### src/rtl/remote_rom_bridge.sv
// rtl/remote_rom_bridge.sv - TileLink-UL Get bridge to a byte-FIFO remote ROM; REMOTE_ROM_DENY_EN enables denial of non-Get opcodes
module remote_rom_bridge (
    input  logic        clk,
    input  logic        rst,
    input  logic        a_valid,
    output logic        a_ready,
    input  logic [2:0]  a_opcode,
    input  logic [2:0]  a_size,
    input  logic [3:0]  a_source,
    input  logic [63:0] a_address,
    input  logic [7:0]  a_mask,
    output logic        d_valid,
    input  logic        d_ready,
    output logic [2:0]  d_opcode,
    output logic [2:0]  d_size,
    output logic [3:0]  d_source,
    output logic        d_denied,
    output logic [63:0] d_data,
    input  logic        full,
    output logic        wr_en,
    output logic [7:0]  din,
    input  logic        empty,
    output logic        rd_en,
    input  logic [7:0]  dout
);
    typedef enum logic [1:0] {IDLE, CMD, RESP, ACK} state_t;

    localparam logic [2:0] ACCESS_ACK_DATA = 3'd1;
`ifdef REMOTE_ROM_DENY_EN
    localparam logic [2:0] GET        = 3'd4;
    localparam logic [2:0] ACCESS_ACK = 3'd0;
`endif

    state_t      state;
    logic [63:0] sr;
    logic [2:0]  push_cnt;
    logic [3:0]  pop_cnt;
    logic [2:0]  cap_cnt;
    logic        cap_pending;
    logic        unused_ok;

    // One shift register serves both directions: address bytes leave from the
    // bottom while response bytes enter at the top, so it ends holding the word.
    assign din    = sr[7:0];
    assign d_data = sr;

    // Strobes are qualified by the live flags so a flag rising mid-burst
    // can never cause an overflow or underflow.
    assign wr_en = (state == CMD) && !full && !rst;
    assign rd_en = (state == RESP) && !pop_cnt[3] && !empty && !rst;

`ifdef REMOTE_ROM_DENY_EN
    assign unused_ok = ^a_mask;
`else
    assign unused_ok = ^{a_mask, a_opcode};
    assign d_denied  = 1'b0;
`endif

    always_ff @(posedge clk) begin
        if (rst) begin
            state       <= IDLE;
            a_ready     <= 1'b0;
            sr          <= 64'd0;
            push_cnt    <= 3'd0;
            pop_cnt     <= 4'd0;
            cap_cnt     <= 3'd0;
            cap_pending <= 1'b0;
            d_valid     <= 1'b0;
            d_opcode    <= 3'd0;
            d_size      <= 3'd0;
            d_source    <= 4'd0;
`ifdef REMOTE_ROM_DENY_EN
            d_denied    <= 1'b0;
`endif
        end else begin
            cap_pending <= rd_en;
            case (state)
                IDLE: begin
                    if (a_valid && a_ready) begin
                        a_ready  <= 1'b0;
                        d_size   <= a_size;
                        d_source <= a_source;
                        push_cnt <= 3'd0;
                        pop_cnt  <= 4'd0;
                        cap_cnt  <= 3'd0;
`ifdef REMOTE_ROM_DENY_EN
                        if (a_opcode != GET) begin
                            sr       <= 64'd0;
                            d_opcode <= ACCESS_ACK;
                            d_denied <= 1'b1;
                            d_valid  <= 1'b1;
                            state    <= ACK;
                        end else begin
                            sr       <= a_address;
                            d_denied <= 1'b0;
                            state    <= CMD;
                        end
`else
                        sr    <= a_address;
                        state <= CMD;
`endif
                    end else begin
                        a_ready <= 1'b1;
                    end
                end
                CMD: begin
                    if (wr_en) begin
                        sr       <= {8'h00, sr[63:8]};
                        push_cnt <= push_cnt + 3'd1;
                        if (push_cnt == 3'd7) begin
                            state <= RESP;
                        end
                    end
                end
                RESP: begin
                    if (rd_en) begin
                        pop_cnt <= pop_cnt + 4'd1;
                    end
                    if (cap_pending) begin
                        sr      <= {dout, sr[63:8]};
                        cap_cnt <= cap_cnt + 3'd1;
                        if (cap_cnt == 3'd7) begin
                            d_valid  <= 1'b1;
                            d_opcode <= ACCESS_ACK_DATA;
                            state    <= ACK;
                        end
                    end
                end
                ACK: begin
                    if (d_ready) begin
                        d_valid <= 1'b0;
                        a_ready <= 1'b1;
                        state   <= IDLE;
                    end
                end
                default: state <= IDLE;
            endcase
        end
    end
endmodule

### config.mk
export PLATFORM = sky130hd
export DESIGN_NAME = remote_rom_bridge
export DESIGN_NICKNAME = d
export VERILOG_FILES = /design/src/rtl/remote_rom_bridge.sv
export SDC_FILE = /design/constraint.sdc
export NUM_CORES = 1
export LEC_CHECK = 0
export BUFFER_PORTS_ARGS = -buffer_cell sky130_fd_sc_hd__buf_2
export CORE_MARGIN = 3
export CORE_UTILIZATION = 49
export DETAILED_ROUTE_END_ITERATION = 7
export PLACE_DENSITY = 0.81
export SYNTH_ARGS = -nofsm -noshare
export SYNTH_HDL_FRONTEND = slang
export SYNTH_SLANG_ARGS = --single-unit
### constraint.sdc
create_clock -name clk -period 3.2 [get_ports clk]
set_input_delay 0.16 -clock clk [delete_from_list [all_inputs] [get_ports clk]]
set_output_delay 0.16 -clock clk [all_outputs]
set_load 0.02 [all_outputs]
* Yosys cells after proc, flatten, opt, wreduce, memory -nomap -nowiden
Index checks and enable logic that the tools add are counted.
** Cells by class
- Add/sub/neg operators :: 3
- Eq/ne operators :: 12
- Multiplexer cells :: 26
- Reductions and logical operators :: 25
** Operators by type and width (number)
- $mux W64 :: 3
- $pmux W64 S3 :: 1
- $mux W2 :: 6
- $pmux W3 S2 :: 2
- $reduce_and A3 Y1 :: 4
- $ne A2 B2 Y1 const B :: 5
- $mux W3 :: 3
- $mux W4 :: 2
- $pmux W2 S4 :: 1
- $pmux W4 S2 :: 1
- $reduce_and A4 Y1 :: 2
- $reduce_bool A2 Y1 :: 4
- $add A3 B1 Y3 const B :: 2
- $eq A3 B3 Y1 const B :: 2
- $logic_and A1 B1 Y1 :: 6
- $reduce_and A6 Y1 :: 1
- $mux W1 :: 5
- $add A4 B1 Y4 const B :: 1
- $eq A2 B2 Y1 const B :: 2
- $logic_not A1 Y1 :: 4
- $ne A2 B1 Y1 const B :: 2
- $pmux W1 S2 :: 2
- $reduce_and A2 Y1 :: 2
- $reduce_bool A3 Y1 :: 1
- other kinds (2) :: 2
** Storage, ports and cells
- Bits in registers :: 87
- Output and inout port bits :: 87
- Word-level logic and storage cells :: 77

* Logic depth before layout (Yosys ltp)
- Word-level depth :: 6
- Depth in mapped cells :: 9
- Mapped depth without buffers :: 6

* Least setup slack after synthesis
Ideal clock, no wire load.
- Path type :: reg-to-reg
- From :: reg state[0]
- To :: reg state[0]
- Data arrival time :: 1.695 ns
- Slack :: 1.418 ns
- Stages on the path, launching flop included :: 8
- Buffers on the path :: 1
- Period minus slack after synthesis :: 1.782 ns
- Cells stage by stage :: dfxtp_1 > inv_1 > ha_1 > buf_6 > a21boi_4 > or3_1 > or4_1 > o31ai_1
** On the way
- Cells in the longest elaborated chain, start to end :: 5
** Ends and longest elaborated chain
- start: declaration :: RTL line 34 : state_t state;
- start signal: assignment :: RTL line 61 : state <= IDLE;
- start signal: assignment :: RTL line 100 : state <= CMD;
- start signal: assignment :: RTL line 111 : state <= RESP;
- $eq A2 B1 Y1 :: RTL line 49, 77
- $logic_and A1 B1 Y1 (2 in series) :: RTL line 49 : assign wr_en = (state == CMD) && !full && !rst;
- $ne A2 B2 Y1 (no source line)
- $reduce_and A6 Y1 (no source line)
Several ways; a longest one is shown, not always the timed one.
A chain may end at the register's enable or synchronous reset.

* Worst setup path after layout
- From :: reg state[0]
- To :: reg sr[33], in the netlist d_data[33]
** On the way
- Cells in the longest elaborated chain, start to end :: 5
** Ends and longest elaborated chain
- $eq A2 B1 Y1 :: RTL line 49, 77
- $logic_and A1 B1 Y1 (2 in series) :: RTL line 49
- $ne A2 B2 Y1 (no source line)
- $reduce_and A4 Y1 (no source line)
- end signal: assignment :: RTL line 99 : sr <= a_address;
- end signal: assignment :: RTL line 108 : sr <= {8'h00, sr[63:8]};
- end signal: assignment :: RTL line 120 : sr <= {dout, sr[63:8]};
- end: declaration :: RTL line 35 : logic [63:0] sr;
Several ways; a longest one is shown, not always the timed one.

==> flow_summary_export.csv <==
group,metric,value,unit
status,status,"completed",
global_routing,grt_pass1_vias,3849,
routing,viasPerCell,5.57,
final_layout,finalNonFillerCells,742,
floorplanning,io_pins,183,
floorplanning,rows,33,
timing,fin_tns_setup,0,ns
routing,drt_first_iter_violations,204,
global_routing,grt_max_degree,93,
final_layout,syn2layout_area_growth,22.2,%
cts,numCtsBuffers,9,
place,dp_hpwl,8100,µm
floorplanning,fp.dieW,99.5,µm
floorplanning,core_area,8340,µm²
synth,yosys_most_used_dff,"dfxtp_1",
routing,top_layer,"met4",
place,place.gp.congestion,0.814,
timing,worst_clock_skew,0.0228,ns
hold_path,min_path_cells,3,
setup_path,required,3.45,ns
job,cap_violations,0,
timing,rsz0062_at_grt,"no",
synth,synth_area_leaders,"dfxtp_1 41%, nor2b_1 8.8%, nor2_1 7.3%",
final_layout,finalNetCount,737,
global_routing,grt.total_usage,0.230,
timing,worst_pin_slew,1.06,ns
routing,drt_pre_antenna_iters,5,
final_layout,drive_above_1_share,0.336,
global_routing,antenna_found_initial,0,
place,io_buffers,168,
hold_path,hp-class,"in -> reg",
synth,async_reset_ff_frac,0,
synth,yosys.area_share.xor_xnor,0,
setup_path,crit_path_start_kind,"flop",
synth,synth_edf_count,0,
routing,wl_met2,5650,µm
timing,drv_slew,0,
timing,max_freq,397,MHz
timing,finalHoldViolations,0,
synth,ys_ff_latch,87,
cts,cts_resized,0,
synth,synth_top_family_by_area,"compound AO/OA/AOI/OAI gates",
final_layout,fillers,738,
routing,vias,4131,
setup_path,crit_arrival,2.77,ns
synth,synth_cell_types,40,
setup_path,crit_type,"reg -> reg",
place,placedCellCount,725,
synth,synth_warnings,0,
cts,clock_path_buffers,2,
setup_path,rr_worst_depth,7,
cts,cts_sinks,87,
cts,cts_tree,"done",
synth,synth-compound-area-share,0.255,
routing,met1Wirelength,4960,µm
cts,path_clk_slew,0.09,ns
cts,cts.root.buffer_cell,"clkbuf_8",
synth,synth-simple-area-share,0.216,
synth,synthCells,499,
timing,relSlewSlack,0.295,
pwr,p_leak,2.35,nW
routing,ant_nets,0,
routing,routedWlPerCell,15.6,µm
cts,cts_setup_buffers,0,
synth,synth_largest_area_cell,"dfxtp_1",
synth,syn_area,4280,µm²
floorplanning,fp.dieArea,9890,µm²
setup_path,critPathCaptureType,"flop",
pwr,peakVddDrop,773,µV
global_routing,overflow,0,
routing,routed_wl,11500,µm
timing,setup_viol,0,
routing,wl_met3,782,µm
floorplanning,start_util,0.513,
synth,synth_area_per_cell,8.58,µm²
timing,min_period,2.52,ns
synth,synth_fa_ha_area_frac,0.0263,
global_routing,grt_pass1_wl,18600,µm
routing,drcViolationCount,0,
final_layout,n_antenna_cell,0,
cts,worstSkewPairLatency,0.36,ns
synth,synth-seq-area-share,0.407,
timing,min_period_over_period,0.788,
cts,cts-hold-fix-buffers,1,
floorplanning,die_h,99.5,µm
setup_path,crit_fanout,36,
synth,muxShareOfSynthArea,0.0211,
pwr,powerDensity,1190,nW/µm²
cts,htreeDepth,3,
synth,synth_top_area_frac,0.407,
setup_path,reg2reg_slack,0.68,ns
-- metrics by stage --
stage	total power, mW	utilization	area [µm²]	hold WS [ns]	setup WS, ns
after floorplan	4.63	-	4290	0.237	1.42
after global placement	5.33	0.602	5020	0.354	0.774
after detailed placement	5.45	0.602	5020	0.366	0.709
after CTS	6.22	0.627	5230	0.0351	0.693
after global routing	6.69	0.627	5230	0.0352	0.435
final	6.21	0.627	5230	0.0517	0.679
-- worst max-delay path, cell delays in order (launching register included) --
cell and delay, ns:
dfxtp_1 0.38, inv_1 0.09, ha_2 0.26, a21bo_1 0.44, o2111a_4 0.52, buf_4 0.39
nor2_1 0.08, a211oi_1 0.24
-- cell usage after synthesis (8+ instances only) --
cell / number
dfxtp_1: 87
nor2_1: 83
a21oi_1: 62
nor2b_1: 60
a211oi_1: 36
a211oi_2: 20
buf_4: 18
buf_2: 17
clkbuf_1: 17
nand2b_1: 15
nand3_1: 10
ha_1: 9
mux2i_1: 9
a311oi_1: 8
-- cells by family (layout without fill, tap and decap cells) --
logic type,after synthesis,after routing
AND/OR/NAND/NOR,182,182
AO/OA/AOI/OAI,152,152
flip-flops,87,87
buffers and inverters,59,195
adder cells (fa/ha/maj),9,9
multiplexers,9,9
other,1,3
-- cell usage in the layout (no fill, tap or decap), types with 8 or more instances in the layout --
cell      netlist  final
nor2_1         83     83
ha_1            9      8
nand2b_1       15     15
nor2b_1        60     60
a311oi_1        8      8
a21oi_1        62     62
clkbuf_8        0      9
a211oi_1       36     36
buf_2          17    167
dfxtp_1        87     87
nand3_1        10     10
mux2i_1         9      9
a211oi_2       20     20
-- sequential cells by signal (all words and copies together), names as in the netlist --
signal       flops
push_cnt         3
state            2
d_opcode         1
d_data          64
a_ready          1
cap_pending      1
d_source         4
pop_cnt          4
cap_cnt          3
d_size           3
d_valid          1
-- final cells by class --
type                            count  area [µm²]  share of cell area
Clock buffer                        9         124              0.0237
Tap cell                          105         131              0.0251
Inverter                            5        18.8             0.00359
Sequential cell                    87        1740               0.333
Multi-Input combinational cell    355        2240               0.428
Clock inverter                      7        71.3              0.0136
Timing Repair Buffer              174         903               0.173
-- layer usage --
| metal | up-vias | track usage |
|---|---|---|
| li1 | 1999 | - |
| met1 | 1955 | 0.302 |
| met2 | 159 | 0.381 |
| met3 | 18 | 0.0512 |
| met4 | 0 | 0.0620 |
| met5 | - | 0 |
-- where the power goes --
part	internal, mW	switching (mW)	total (mW)	leakage [nW]
logic	1.23	2.32	3.56	1.53
clock network	0.363	0.403	0.766	0.103
registers	1.53	0.357	1.88	0.714
total	3.12	3.08	6.21	2.35
-- path summary, 6_finish.rpt --
path / end / from
setup / recovery: d_data[33]$_SDFFE_PP0P_ / state[0]$_SDFFE_PP0P_
hold / removal: d_source[0]$_SDFFE_PP0P_ / a_source[0]
setup reg to reg: d_data[33]$_SDFFE_PP0P_ / state[0]$_SDFFE_PP0P_
hold reg to reg: push_cnt[2]$_SDFFE_PP0P_ / push_cnt[2]$_SDFFE_PP0P_
Note: power is estimated with default switching activity, not from simulation.
